<file path="src/rtl/tpu_cfg_pkg.sv">
// Shared definitions for the TPU configuration register block.
// Holds the APB state encoding, the register offsets and the bit positions
// inside the STDN_TPU and ENABLES registers. Addresses are byte offsets.
package tpu_cfg_pkg;

  typedef enum logic [1:0] {
    ST_IDLE   = 2'd0,
    ST_SETUP  = 2'd1,
    ST_ACCESS = 2'd2
  } apb_state_e;

  localparam logic [7:0] OFF_ENABLES = 8'h00;
  localparam logic [7:0] OFF_STDN    = 8'h04;
  localparam logic [7:0] OFF_MEAN    = 8'h08;
  localparam logic [7:0] OFF_INV_VAR = 8'h0C;
  localparam logic [7:0] OFF_MAT_A   = 8'h10;
  localparam logic [7:0] OFF_MAT_B   = 8'h14;
  localparam logic [7:0] OFF_MAT_C   = 8'h18;

  // STDN_TPU fields
  localparam int START_BIT = 0;
  localparam int DONE_BIT  = 31;

  // ENABLES fields
  localparam int EN_MATMUL_BIT = 0;
  localparam int EN_NORM_BIT   = 1;
  localparam int EN_POOL_BIT   = 2;
  localparam int EN_ACT_BIT    = 3;

endpackage

</file>
<file path="src/rtl/apb_cfg_regs.sv">
// APB slave holding the TPU configuration registers.
// Ports:
//   clk, reset            - rising-edge clock, async active-high reset
//   PSEL/PENABLE/PWRITE/PADDR/PWDATA - APB request
//   PRDATA, PREADY        - APB response (zero wait states, both registered)
//   done_tpu              - completion level from the core
//   start_tpu             - run request to the core
//   enable_*              - block enables
//   mean, inv_var         - normalization constants
//   address_mat_a/b/c     - BRAM base addresses
// Every output comes straight from a flop; nothing is combinational from APB.
module apb_cfg_regs
  import tpu_cfg_pkg::*;
#(
  parameter int ADDR_W = 8,
  parameter int DATA_W = 32,
  parameter int AWIDTH = 10
) (
  input  logic              clk,
  input  logic              reset,
  input  logic              PSEL,
  input  logic              PENABLE,
  input  logic              PWRITE,
  input  logic [ADDR_W-1:0] PADDR,
  input  logic [DATA_W-1:0] PWDATA,
  output logic [DATA_W-1:0] PRDATA,
  output logic              PREADY,
  input  logic              done_tpu,
  output logic              start_tpu,
  output logic              enable_matmul,
  output logic              enable_norm,
  output logic              enable_pool,
  output logic              enable_activation,
  output logic [7:0]        mean,
  output logic [7:0]        inv_var,
  output logic [AWIDTH-1:0] address_mat_a,
  output logic [AWIDTH-1:0] address_mat_b,
  output logic [AWIDTH-1:0] address_mat_c
);

  apb_state_e        state_q;
  logic [ADDR_W-1:0] addr_q;
  logic              wr_q;
  logic              pready_q;
  logic [DATA_W-1:0] prdata_q;
  logic [DATA_W-1:0] rdata_d;

  logic [3:0]        en_q;
  logic              start_q;
  logic              done_q;
  logic [7:0]        mean_q;
  logic [7:0]        inv_var_q;
  logic [AWIDTH-1:0] mat_a_q;
  logic [AWIDTH-1:0] mat_b_q;
  logic [AWIDTH-1:0] mat_c_q;

  logic setup_req;
  logic wr_commit;
  logic sel_en, sel_stdn, sel_mean, sel_inv, sel_a, sel_b, sel_c;

  // Upper write-data bits land in reserved fields only.
  logic unused_pwdata;
  assign unused_pwdata = ^PWDATA[DATA_W-1:AWIDTH];

  assign setup_req = PSEL & ~PENABLE;
  // ACCESS always exits on the next edge, so that edge is the commit point.
  assign wr_commit = (state_q == ST_ACCESS) & PSEL & PENABLE & PWRITE & wr_q;

  // Full-address compare: unaligned offsets never match and read as zero.
  assign sel_en   = (addr_q == ADDR_W'(OFF_ENABLES));
  assign sel_stdn = (addr_q == ADDR_W'(OFF_STDN));
  assign sel_mean = (addr_q == ADDR_W'(OFF_MEAN));
  assign sel_inv  = (addr_q == ADDR_W'(OFF_INV_VAR));
  assign sel_a    = (addr_q == ADDR_W'(OFF_MAT_A));
  assign sel_b    = (addr_q == ADDR_W'(OFF_MAT_B));
  assign sel_c    = (addr_q == ADDR_W'(OFF_MAT_C));

  always_comb begin
    rdata_d = '0;
    if (sel_en) begin
      rdata_d[3:0] = en_q;
    end else if (sel_stdn) begin
      rdata_d[START_BIT] = start_q;
      rdata_d[DONE_BIT]  = done_q;
    end else if (sel_mean) begin
      rdata_d[7:0] = mean_q;
    end else if (sel_inv) begin
      rdata_d[7:0] = inv_var_q;
    end else if (sel_a) begin
      rdata_d[AWIDTH-1:0] = mat_a_q;
    end else if (sel_b) begin
      rdata_d[AWIDTH-1:0] = mat_b_q;
    end else if (sel_c) begin
      rdata_d[AWIDTH-1:0] = mat_c_q;
    end
  end

  // APB protocol FSM; PREADY and PRDATA are registered alongside the state.
  always_ff @(posedge clk or posedge reset) begin
    if (reset) begin
      state_q  <= ST_IDLE;
      addr_q   <= '0;
      wr_q     <= 1'b0;
      pready_q <= 1'b0;
      prdata_q <= '0;
    end else begin
      case (state_q)
        ST_IDLE: begin
          pready_q <= 1'b0;
          // PSEL with PENABLE already high has no setup phase: ignored.
          if (setup_req) begin
            state_q <= ST_SETUP;
            addr_q  <= PADDR;
            wr_q    <= PWRITE;
          end
        end
        ST_SETUP: begin
          state_q  <= ST_ACCESS;
          pready_q <= 1'b1;
          // Captured before this edge's register update (done shows old value).
          if (!wr_q) prdata_q <= rdata_d;
        end
        ST_ACCESS: begin
          pready_q <= 1'b0;
          if (setup_req) begin
            state_q <= ST_SETUP;
            addr_q  <= PADDR;
            wr_q    <= PWRITE;
          end else begin
            state_q <= ST_IDLE;
          end
        end
        default: begin
          state_q  <= ST_IDLE;
          pready_q <= 1'b0;
        end
      endcase
    end
  end

  // Configuration registers and start/done handshake.
  always_ff @(posedge clk or posedge reset) begin
    if (reset) begin
      en_q      <= '0;
      start_q   <= 1'b0;
      done_q    <= 1'b0;
      mean_q    <= '0;
      inv_var_q <= '0;
      mat_a_q   <= '0;
      mat_b_q   <= '0;
      mat_c_q   <= '0;
    end else begin
      if (wr_commit) begin
        if (sel_en)   en_q      <= PWDATA[3:0];
        if (sel_mean) mean_q    <= PWDATA[7:0];
        if (sel_inv)  inv_var_q <= PWDATA[7:0];
        if (sel_a)    mat_a_q   <= PWDATA[AWIDTH-1:0];
        if (sel_b)    mat_b_q   <= PWDATA[AWIDTH-1:0];
        if (sel_c)    mat_c_q   <= PWDATA[AWIDTH-1:0];
      end
      if (wr_commit && sel_stdn) begin
        if (!PWDATA[START_BIT]) begin
          // Stop: clear beats a coincident done_tpu.
          start_q <= 1'b0;
          done_q  <= 1'b0;
        end else if (!start_q) begin
          start_q <= 1'b1;
        end
        // start=1 while already running: both bits held.
      end else if (start_q && done_tpu) begin
        done_q <= 1'b1;  // sticky until a stop write
      end
    end
  end

  assign PRDATA            = prdata_q;
  assign PREADY            = pready_q;
  assign start_tpu         = start_q;
  assign enable_matmul     = en_q[EN_MATMUL_BIT];
  assign enable_norm       = en_q[EN_NORM_BIT];
  assign enable_pool       = en_q[EN_POOL_BIT];
  assign enable_activation = en_q[EN_ACT_BIT];
  assign mean              = mean_q;
  assign inv_var           = inv_var_q;
  assign address_mat_a     = mat_a_q;
  assign address_mat_b     = mat_b_q;
  assign address_mat_c     = mat_c_q;

endmodule

</file>
<file path="config.mk">
export PLATFORM = sky130hd
export DESIGN_NAME = apb_cfg_regs
export DESIGN_NICKNAME = d
export VERILOG_FILES = /design/src/rtl/tpu_cfg_pkg.sv /design/src/rtl/apb_cfg_regs.sv
export SDC_FILE = /design/constraint.sdc
export NUM_CORES = 1
export LEC_CHECK = 0
export CAP_MARGIN = 30
export CORE_AREA = 2 2 136 72
export DETAILED_ROUTE_END_ITERATION = 7
export DIE_AREA = 0 0 138 74
export PLACE_DENSITY = 0.73
export SLEW_MARGIN = 20
export SYNTH_ARGS = -nofsm -noshare
export SYNTH_HDL_FRONTEND = slang
export SYNTH_SLANG_ARGS = --single-unit
</file>
<file path="constraint.sdc">
create_clock -name clk -period 2.3 [get_ports clk]
set_clock_uncertainty 0.2 [all_clocks]
set_input_delay 0.46 -clock clk [delete_from_list [all_inputs] [get_ports clk]]
set_output_delay 0.46 -clock clk [all_outputs]
set_load 0.005 [all_outputs]
</file>
* After elaboration in Yosys (flattened, before gate mapping)
Cells that the tools add are included.
** Word-level totals
- Output and inout port bits :: 84
- Flip-flop bits (word level) :: 75
** Cells by class
- Muxes and demuxes :: 21
- Equal/unequal tests :: 10
- Reduce and logical (&&, ||, !) cells :: 15
- Bitwise operators :: 7
** Operators with widths (number)
- 2-to-1 mux 10 bit :: 3
- equality test 8 x 5 -> 1 bit, second input constant :: 3
- AND reduction 2 bit :: 9
- equality test 8 x 4 -> 1 bit, second input constant :: 2
- 2-to-1 mux 8 bit :: 2
- 2-to-1 mux 1 bit :: 9
- 2-to-1 mux 9 bit :: 1
- equality test 8 x 3 -> 1 bit, second input constant :: 1
- zero test 8 bit :: 1
- 2-to-1 mux 2 bit :: 3
- 2-to-1 mux 6 bit :: 1
- one-hot mux 2 bit (3 select lines) :: 1
- AND 1 bit :: 5
- 2-to-1 mux 4 bit :: 1
- inequality test 2 bit, second input constant :: 2
- equality test 2 x 1 -> 1 bit, second input constant :: 1
- equality test 2 bit, second input constant :: 1
- logical AND 1 bit :: 2
- zero test 2 bit :: 1
- NOT 1 bit :: 2
- nonzero test 2 bit :: 1
- OR reduction 2 bit :: 1

* Depth between registers and ports, before layout
- Depth after elaboration :: 8
- Gate-level depth with buffers :: 7
- Mapped depth without buffers :: 4

* Worst setup path after synthesis
OpenSTA, ideal clock, no wires.
- Path type :: reg2reg
- Start point :: register addr_q[0]
- End point :: register mat_a_q[0], in the netlist address_mat_a[0]
- Path slack :: 74 ps
- Period minus slack after synthesis :: 2226 ps
- Arrival :: 1901 ps
- Data required time :: 1975 ps
- Cell stages (with the launch flop) :: 6
- Cells stage by stage :: dfrtp_1 > or4_1 > clkbuf_1 > or3_4 > nor2_8 > mux2_2
** Between the ends
- Word-level cells in the longest chain between the ends :: 2
** Ends and longest elaborated chain
- start: declaration :: line apb_cfg_regs.sv:42 : logic [ADDR_W-1:0] addr_q;
- start signal: assignment :: line apb_cfg_regs.sv:102 : addr_q <= '0;
- start signal: assignment :: line apb_cfg_regs.sv:113 : addr_q <= PADDR;
- start signal: assignment :: line apb_cfg_regs.sv:127 : addr_q <= PADDR;
- equality test 8 x 5 -> 1 bit :: line apb_cfg_regs.sv:74 : assign sel_a = (addr_q == ADDR_W'(OFF_MAT_A));
- AND reduction 2 bit (no line)
- end signal: assignment :: line apb_cfg_regs.sv:157 : if (sel_a) mat_a_q <= PWDATA[AWIDTH-1:0];
- end: declaration :: line apb_cfg_regs.sv:53 : logic [AWIDTH-1:0] mat_a_q;
No other way between the ends.
A chain may end at the register's enable or synchronous reset.

* Worst setup path after layout
- Start point :: register addr_q[1]
- End point :: register mat_a_q[4], in the netlist address_mat_a[4]
The elaborated chain is that of the path after synthesis.

==> flow_summary.ini <==
[synthesis]
synth_edf_count = 0
largest_cells_by_area_after_synthesis = sky130_fd_sc_hd__dfrtp_1, sky130_fd_sc_hd__mux2_2, sky130_fd_sc_hd__buf_4
synth_seq_cells = 75
avgSynthCellArea_um2 = 12.24
synthFlopType = sky130_fd_sc_hd__dfrtp_1
syn-instance-count = 296
ys.warnings.count = 0
asyncSetResetFlopFracSynth_pct = 100.0
mappedNetlistArea_mm2 = 0.003622
yosys.cell_count.top_type = sky130_fd_sc_hd__dfrtp_1
post-synth-top-area-cell = sky130_fd_sc_hd__dfrtp_1
synth-seq-area-share_pct = 51.81
synth_cell_type_count = 41
post-synth-top-area-fraction_pct = 51.81
top_cell_types_by_occurrence_after_synthesis = sky130_fd_sc_hd__dfrtp_1, sky130_fd_sc_hd__mux2_2, sky130_fd_sc_hd__buf_4, sky130_fd_sc_hd__nor2b_1

[die]
boundaryPins = 130
die-height_um = 74
floorplan.die.width_um = 138
floorplan.die_area_mm2 = 0.01021
initial_core_utilization_pct = 39.93
core_area_mm2 = 0.009071
rows = 25

[placement]
numPlacedInstances = 511
buffer_ports.inserted = 86
gpl.final_weighted_congestion = 0.8582
hpwlAfterDp_mm = 7.049
place_area_mm2 = 0.004677

[clock_network]
path_clk_slew_ns = 0.05
maximum_clock_insertion_buffer_count = 2
cts_tree = built
h-tree-depth = 3
clk-insertion-delay-late_ns = 0.34
numCtsBuffers = 9
clock_tree.root_cell = sky130_fd_sc_hd__clkbuf_16
clock_sink_count = 75

[critical_path]
setup.worst_path.end = address_mat_a[4]$_DFFE_PP0P_
endpoint_kind = flip-flop
cp.arrival_ns = 2.33
ff2ff_setup_slack_ns = -0.004
crit_path_start_kind = flip-flop
reg2regPathDepth = 4
crit_path_max_fanout = 5
crit_path_start = addr_q[1]$_DFFE_PP0P_
cp.required_ns = 2.32
r2r_start = addr_q[1]$_DFFE_PP0P_
rr_endpoint = address_mat_a[4]$_DFFE_PP0P_
crit_type = flip-flop to flip-flop

[finish]
final_nets = 452
multiInputGateArea_mm2 = 0.001607
final_design_area_no_fill_mm2 = 0.005061
n_antenna_cell = 0
layout-area-overhead-vs-synth_pct = 39.72
fillers = 781
final_core_utilization_pct = 55.79
final_layout_size_suffix_gt1_share_pct = 25.06
seqCellArea_mm2 = 0.001877
post_layout_cell_count = 532

[routing]
post-route-drc-count = 0
post_drt_via_cell_ratio = 5.162
route.vias.total = 2746
route.detailed.wl_per_inst_um = 18.60
post_route_ant_nets = 0
drt_iter0_markers = 252
finalWirelength_mm = 9.894
drt_pass1_iterations = 4

[grt]
use_met2_pct = 28.11
use_met3_pct = 6.568
grt_antenna_before_repair = 0
grt_pass1_wl_mm = 15.01
grt_util_all_layers_pct = 19.60
grt-busiest-layer = met1
grt_pass1_vias = 2759
remaining_global_route_overflow = 0
grt_max_degree = 76
grtUsageMet1_pct = 28.44

[sta]
hold_slack_ns = 0.2250
finalWorstSetupSlack_ns = -0.003910
final-max-slew-violation-count = 0
number_of_hold_violations_in_the_final_report = 0
finalCritPeriodShare_pct = 100.2
report.final.setup_viol = 4
clock.fmax_ghz = 0.4340
timing_worst_slew_pin_value_ns = 0.5676
max-slew-margin-rel_pct = 62.16
finalWorstPathRequiredPeriod_ns = 2.304
rsz0062_at_grt = true

[power_and_ir_drop]
p_per_area_mw_per_mm2 = 626.4
max_ir_drop_vdd_mv = 0.3618
leakagePower_uw = 0.002317
totalPowerFinal_uw = 3170

[outcome]
failed_checks = negative setup slack
run_status = finished with violations

[run]
drv_cap = 0

[hold_path]
timing.hold.worst.class = input pin to flip-flop
hold-path-cell-count = 2
## routing by layer
| layer | part of all wire (%) | vias to the layer above |
|---|---|---|
| met5 | 0 | - |
| met4 | 0.85 | 0 |
| met3 | 8.2 | 9 |
| met2 | 42 | 111 |
| met1 | 49 | 1370 |
| li1 | - | 1256 |
## kinds of logic after synthesis
kind of cell | count (synthesis) | share of synthesized area, %
flops | 75 | 51.81
mux | 67 | 21.42
simple gates | 62 | 10.71
compound gates | 48 | 8.808
buf+inv | 43 | 7.150
other cells | 1 | 0.1035
## worst max-delay path: stages (launching register included)
cell	delay, ns
sky130_fd_sc_hd__dfrtp_1	0.40
sky130_fd_sc_hd__or4_4	0.53
sky130_fd_sc_hd__or3_4	0.45
sky130_fd_sc_hd__nor2_4	0.28
sky130_fd_sc_hd__mux2_4	0.33
## cell type report
cell class | instances | area share [%]
inverter | 6 | 0.5192
timing repair buffer | 115 | 22.25
multi-input combinational | 199 | 31.74
tap | 121 | 2.991
sequential | 75 | 37.08
clock buffer | 14 | 5.216
clock inverter | 2 | 0.1978
## report_power, final
group	switching [uW]	internal, uW
registers	46.7	1380
clock network	510	786
logic	238	212
total	795	2380
## registers in the layout, summed over array words and instances (netlist names), 2 cells and up
signal         cells
PRDATA            11
inv_var            8
en_q               4
addr_q             8
mean               8
address_mat_a     10
address_mat_b     10
address_mat_c     10
state_q            2
## what timing repair did
item	in CTS	in global routing
hold buffers	0	0
endpoints found under the setup margin	20	42
gates resized for setup	3	16
buffers inserted	0	4
endpoints found under the hold margin	0	0
cloned	0	1
pin swaps	0	7
## worst min-delay path by stage
stage,start,end,slack [ns]
after floorplan,state_q[1]$_DFFE_PP0P_,state_q[1]$_DFFE_PP0P_,0.25
after global routing,PWRITE,wr_q$_DFFE_PP0P_,0.23
after global placement,state_q[1]$_DFFE_PP0P_,state_q[1]$_DFFE_PP0P_,0.27
after detailed placement,state_q[1]$_DFFE_PP0P_,state_q[1]$_DFFE_PP0P_,0.28
final,PWRITE,wr_q$_DFFE_PP0P_,0.22
after CTS,state_q[1]$_DFFE_PP0P_,state_q[1]$_DFFE_PP0P_,0.29
## layout by cell type, fill, tap and decap left out, types with 9 or more instances in the layout
cell type                          n
sky130_fd_sc_hd__a21oi_1          11
sky130_fd_sc_hd__a31oi_1           9
sky130_fd_sc_hd__buf_4            21
sky130_fd_sc_hd__clkbuf_16         9
sky130_fd_sc_hd__clkdlybuf4s50_1  84
sky130_fd_sc_hd__conb_1           21
sky130_fd_sc_hd__dfrtp_1          75
sky130_fd_sc_hd__mux2_1           10
sky130_fd_sc_hd__mux2_2           37
sky130_fd_sc_hd__mux2_4           13
sky130_fd_sc_hd__nand2_1          11
sky130_fd_sc_hd__nor2b_1          14
## metrics by stage
stage,worst slack [ns],TNS [ns]
after floorplan,0.07412,0
after global placement,-0.3847,-14.08
after detailed placement,-0.4299,-15.98
after CTS,0.008430,0
after global routing,-0.03793,-0.1715
final,-0.003910,-0.007633
(Power assumes the default switching activity.)
